==> config.mk <==
export PLATFORM = sky130hd
export DESIGN_NAME = downscale_stream_out
export DESIGN_NICKNAME = d
export VERILOG_FILES = /design/src/rtl/downscale_stream_out.sv
export SDC_FILE = /design/constraint.sdc
export NUM_CORES = 1
export LEC_CHECK = 0
export CORE_UTILIZATION = 28
export CTS_CLUSTER_SIZE = 25
export DETAILED_ROUTE_END_ITERATION = 10
export GPL_TIMING_DRIVEN = 0
export PLACE_DENSITY = 0.5
export REMOVE_ABC_BUFFERS = 1
export SLEW_MARGIN = 20
export SYNTH_ARGS = -nofsm -noshare
export SYNTH_HDL_FRONTEND = slang
export SYNTH_SLANG_ARGS = --single-unit
export TNS_END_PERCENT = 5
==> constraint.sdc <==
create_clock -name clk -period 15.12 [get_ports clk]
set_input_delay 1.512 -clock clk [delete_from_list [all_inputs] [get_ports clk]]
set_output_delay 1.512 -clock clk [all_outputs]
set_load 0.02 [all_outputs]
==> src/rtl/downscale_stream_out.sv <==
// Captures a finished downscaled frame on the rising edge of frame_done and
// streams it out in raster order over a valid/ready handshake.
module downscale_stream_out #(
  parameter int DST_H = 3,
  parameter int DST_W = 3
) (
  input  logic                               clk,
  input  logic                               rst,
  input  logic                               frame_done,
  input  logic [DST_H-1:0][DST_W-1:0][7:0]   image_in,
  output logic                               m_valid,
  input  logic                               m_ready,
  output logic [7:0]                         m_data,
  output logic                               m_eol,
  output logic                               m_last,
  output logic                               busy,
  output logic                               sent,
  output logic                               overrun
);

  localparam int RW = (DST_H > 1) ? $clog2(DST_H) : 1;
  localparam int CW = (DST_W > 1) ? $clog2(DST_W) : 1;
  localparam logic [RW-1:0] ROW_MAX = RW'(DST_H - 1);
  localparam logic [CW-1:0] COL_MAX = CW'(DST_W - 1);

  typedef enum logic {S_IDLE, S_STREAM} state_t;

  state_t                            state_q;
  logic [RW-1:0]                     row_q;
  logic [CW-1:0]                     col_q;
  logic                              fd_q;
  logic                              armed_q;
  logic                              sent_q;
  logic                              overrun_q;
  logic [DST_H-1:0][DST_W-1:0][7:0]  frame_q;

  logic streaming, at_eol, at_last, hs, final_hs, rise, capture;

  assign streaming = (state_q == S_STREAM);
  assign at_eol    = (col_q == COL_MAX);
  assign at_last   = at_eol && (row_q == ROW_MAX);
  assign hs        = streaming && m_ready;
  assign final_hs  = hs && at_last;
  // armed_q masks the first cycle after reset so a level already high at
  // release is not mistaken for a fresh edge.
  assign rise      = frame_done && !fd_q && armed_q;
  assign capture   = rise && (!streaming || final_hs);

  always_ff @(posedge clk) begin
    if (rst) begin
      state_q   <= S_IDLE;
      row_q     <= '0;
      col_q     <= '0;
      fd_q      <= 1'b0;
      armed_q   <= 1'b0;
      sent_q    <= 1'b0;
      overrun_q <= 1'b0;
    end else begin
      fd_q      <= frame_done;
      armed_q   <= 1'b1;
      sent_q    <= final_hs;
      overrun_q <= rise && streaming && !final_hs;
      if (capture) begin
        state_q <= S_STREAM;
        row_q   <= '0;
        col_q   <= '0;
      end else if (hs) begin
        if (at_last) begin
          state_q <= S_IDLE;
          row_q   <= '0;
          col_q   <= '0;
        end else if (at_eol) begin
          col_q <= '0;
          row_q <= row_q + 1'b1;
        end else begin
          col_q <= col_q + 1'b1;
        end
      end
    end
  end

  always_ff @(posedge clk) begin
    if (!rst && capture) begin
      frame_q <= image_in;
    end
  end

  always_comb begin
    m_data = '0;
    if (streaming) begin
      m_data = frame_q[row_q][col_q];
    end
  end

  assign m_valid = streaming;
  assign busy    = streaming;
  assign m_eol   = streaming && at_eol;
  assign m_last  = streaming && at_last;
  assign sent    = sent_q;
  assign overrun = overrun_q;

endmodule

==> results.toml <==
[final_layout]
fin_nets = 386
nFillCells = 1056
num_antenna_cells = 0
final_area_sq_um = 4610
area.sequential_sq_um = 2340
layout-drive-gt1-share_pct = 10.8
multiInputGateArea_sq_um = 816
area_delta_synth_final_pct = 41.9

[global_routing]
antenna_found_initial = 0
grt_pass1_vias = 2136
overflow = 0
grt_pass1_wl_um = 10900
grt_usage_pct = 12.7
grt_max_degree = 25

[sta]
setup_tns_ns = 0
min_period_over_period_pct = 29.3
setup_viol = 0
relSlewSlack_pct = 56.7
rsz0062_at_grt = "false"
skew_ns = 0.00457
fin_worst_hold_slack_ns = 0.569
max_freq_mhz = 226
hold_viol = 0
period_needed_ns = 4.42
tightest_slew_ns = 0.648
slew_violations = 0

[die]
rows = 38
start_util_pct = 29.3
coreArea_sq_um = 11100
die_x_um = 110
io_pins = 90
die_y_um = 110
fp.dieArea_sq_um = 12000

[place]
gp_congestion = 0.724
placed_area_sq_um = 4340
place_hpwl_um = 5110
port_buffers = 89

[worst_setup_path]
reg2reg_from = "row_q[1]"
startpoint_type = "flip-flop"
r2r.worst_path.cells = 9
startpoint = "row_q[1]"
endpoint = "m_data[0]"
cp_max_fo = 17
worstPathRequired_ns = 13.61
criticalPathCategory = "reg2out"
r2r_slack_ns = 12.01
setup.worst_path.end_class = "output port"
reg2reg_to = "frame_q[60]"
arrival_ns = 2.91

[synthesis]
yosysSeqAreaShare_pct = 72.2
ys.warnings.count = 0
ys_types = 32
yosys.area.top_type = "edfxtp_1"
yosysTopAreaCellShare_pct = 66.6
postSynthRegisterBits = 81
postSynthAreaPerCell_sq_um = 15.3
postSynthCellCount = 212
netlist_area_sq_um = 3250
synthTopCellsByArea = "edfxtp_1 67%, dfxtp_1 5.6%, mux2_1 3.5%"

[detailed_routing]
drt-vias-per-instance = 4.50
drt-total-wl_um = 7110
drt_iter0_markers = 71
ant_nets = 0
wl_per_cell_um = 15.6
dr.pass1.iters = 4
vias = 2049
drc_errors = 0

[clock_network]
insertion_delay_ns = 0.33
post_cts_buffers = 0
cts_root_buf = "clkbuf_16"
cts_tree = "built"
hold_buffers = 0
htree_levels = 3
numCtsBuffers = 9
clkSinkCount = 81
clk_pin_slew_ns = 0.06
cts_buffer_depth = 2
post_cts_resized = 0

[flow_run]
maxCapViolations = 0

[power]
leakage_nw = 1.51
p_per_area_nw_per_um2 = 104
peakVddDrop_v = 0.0000520
p_total_uw = 478

[min_path]
min-delay-start = "armed_q"
min_path_cells = 2
hp-class = "reg2reg"

[status]
outcome = "complete, no violations"
-- synth_stat cells (all sizes together) --
| cell type | n |
|---|---|
| nand2 | 17 |
| nor2b | 3 |
| and2 | 1 |
| clkbuf | 2 |
| and3 | 1 |
| a21oi | 13 |
| and2b | 1 |
| a31oi | 1 |
| nor2 | 5 |
| nand2b | 1 |
| a31o | 5 |
| o22ai | 2 |
| a22oi | 5 |
| a311oi | 1 |
| a32o | 2 |
| nand3b | 13 |
| mux4 | 1 |
| inv | 4 |
| mux2i | 8 |
| mux2 | 16 |
| dfxtp | 9 |
| a221oi | 1 |
| o21ai | 6 |
| nor3 | 4 |
| buf | 10 |
| edfxtp | 72 |
| or3 | 1 |
| nand3 | 7 |
-- cell families after synthesis --
family                 count (synthesis)  synth area share, %
AO/OA/AOI/OAI                         36                 7.36
multiplexers                          25                 8.71
buffers and inverters                 16                 2.93
AND/OR/NAND/NOR                       54                 8.83
flip-flops                            81                 72.2
-- how the worst min path moves through the flow --
stage / endpoint / slack [ns]
after global placement: overrun / 0.54
final: overrun / 0.57
after detailed placement: overrun / 0.56
after CTS: overrun / 0.57
after floorplan: overrun / 0.50
after global routing: busy / 0.62
-- registers in the layout (all words and copies together) (netlist names) --
name     flops
busy         1
frame_q     72
fd_q         1
sent         1
armed_q      1
row_q        2
col_q        2
overrun      1
-- worst max-delay path, stage by stage (launching register included) --
cell             delay (ns)
dfxtp_1                0.69
nor2b_2                0.56
buf_6                  0.23
a21oi_1                0.08
a32o_1                 0.26
o22ai_1                0.13
clkdlybuf4s50_1        0.64
-- power by group --
group	switching (mW)	internal, mW	total (mW)
Clock	0.0826	0.110	0.192
Combinational	0.0114	0.0228	0.0342
Sequential	0.00204	0.250	0.252
-- cell type report --
class / count / area share, %
Clock buffer: 10 / 4.97
Clock inverter: 6 / 0.760
Inverter: 4 / 0.326
Multi-Input combinational cell: 115 / 17.7
Sequential cell: 81 / 50.9
Tap cell: 140 / 3.80
Timing Repair Buffer: 99 / 21.6
-- metal layers --
metal	vias to the layer above	global-route usage (%)	routed length [um]
met1	973	15.9	3310
li1	1009	-	-
met2	59	20.7	3310
met4	0	4.86	112
met5	-	0	0
met3	8	3.79	377
-- metrics by stage --
step	setup slack, ns	util, %	instances
floorplan	7.83	-	200
global placement	4.72	38.2	429
detailed placement	11.03	39.2	439
CTS	10.66	41.6	455
global route	10.43	41.6	455
finish	10.70	41.6	455
-- cell usage in the layout, fill, tap and decap left out, types with 2 or more instances in the layout --
master           instances
nand2_1                 17
clkbuf_16                9
o22ai_1                  2
nand3_1                  7
nand3b_1                13
clkinvlp_4               3
a32o_1                   2
nor3_1                   3
a21oi_1                 13
clkinv_1                 2
mux2i_1                  8
dfxtp_1                  8
buf_6                    4
mux2_2                   6
nor2_1                   5
edfxtp_1                72
mux2_1                  10
a22oi_1                  5
clkdlybuf4s50_1         89
buf_4                    5
o21ai_1                  6
nor2b_1                  2
inv_1                    4
a31o_1                   5
(Power assumes the default switching activity.)
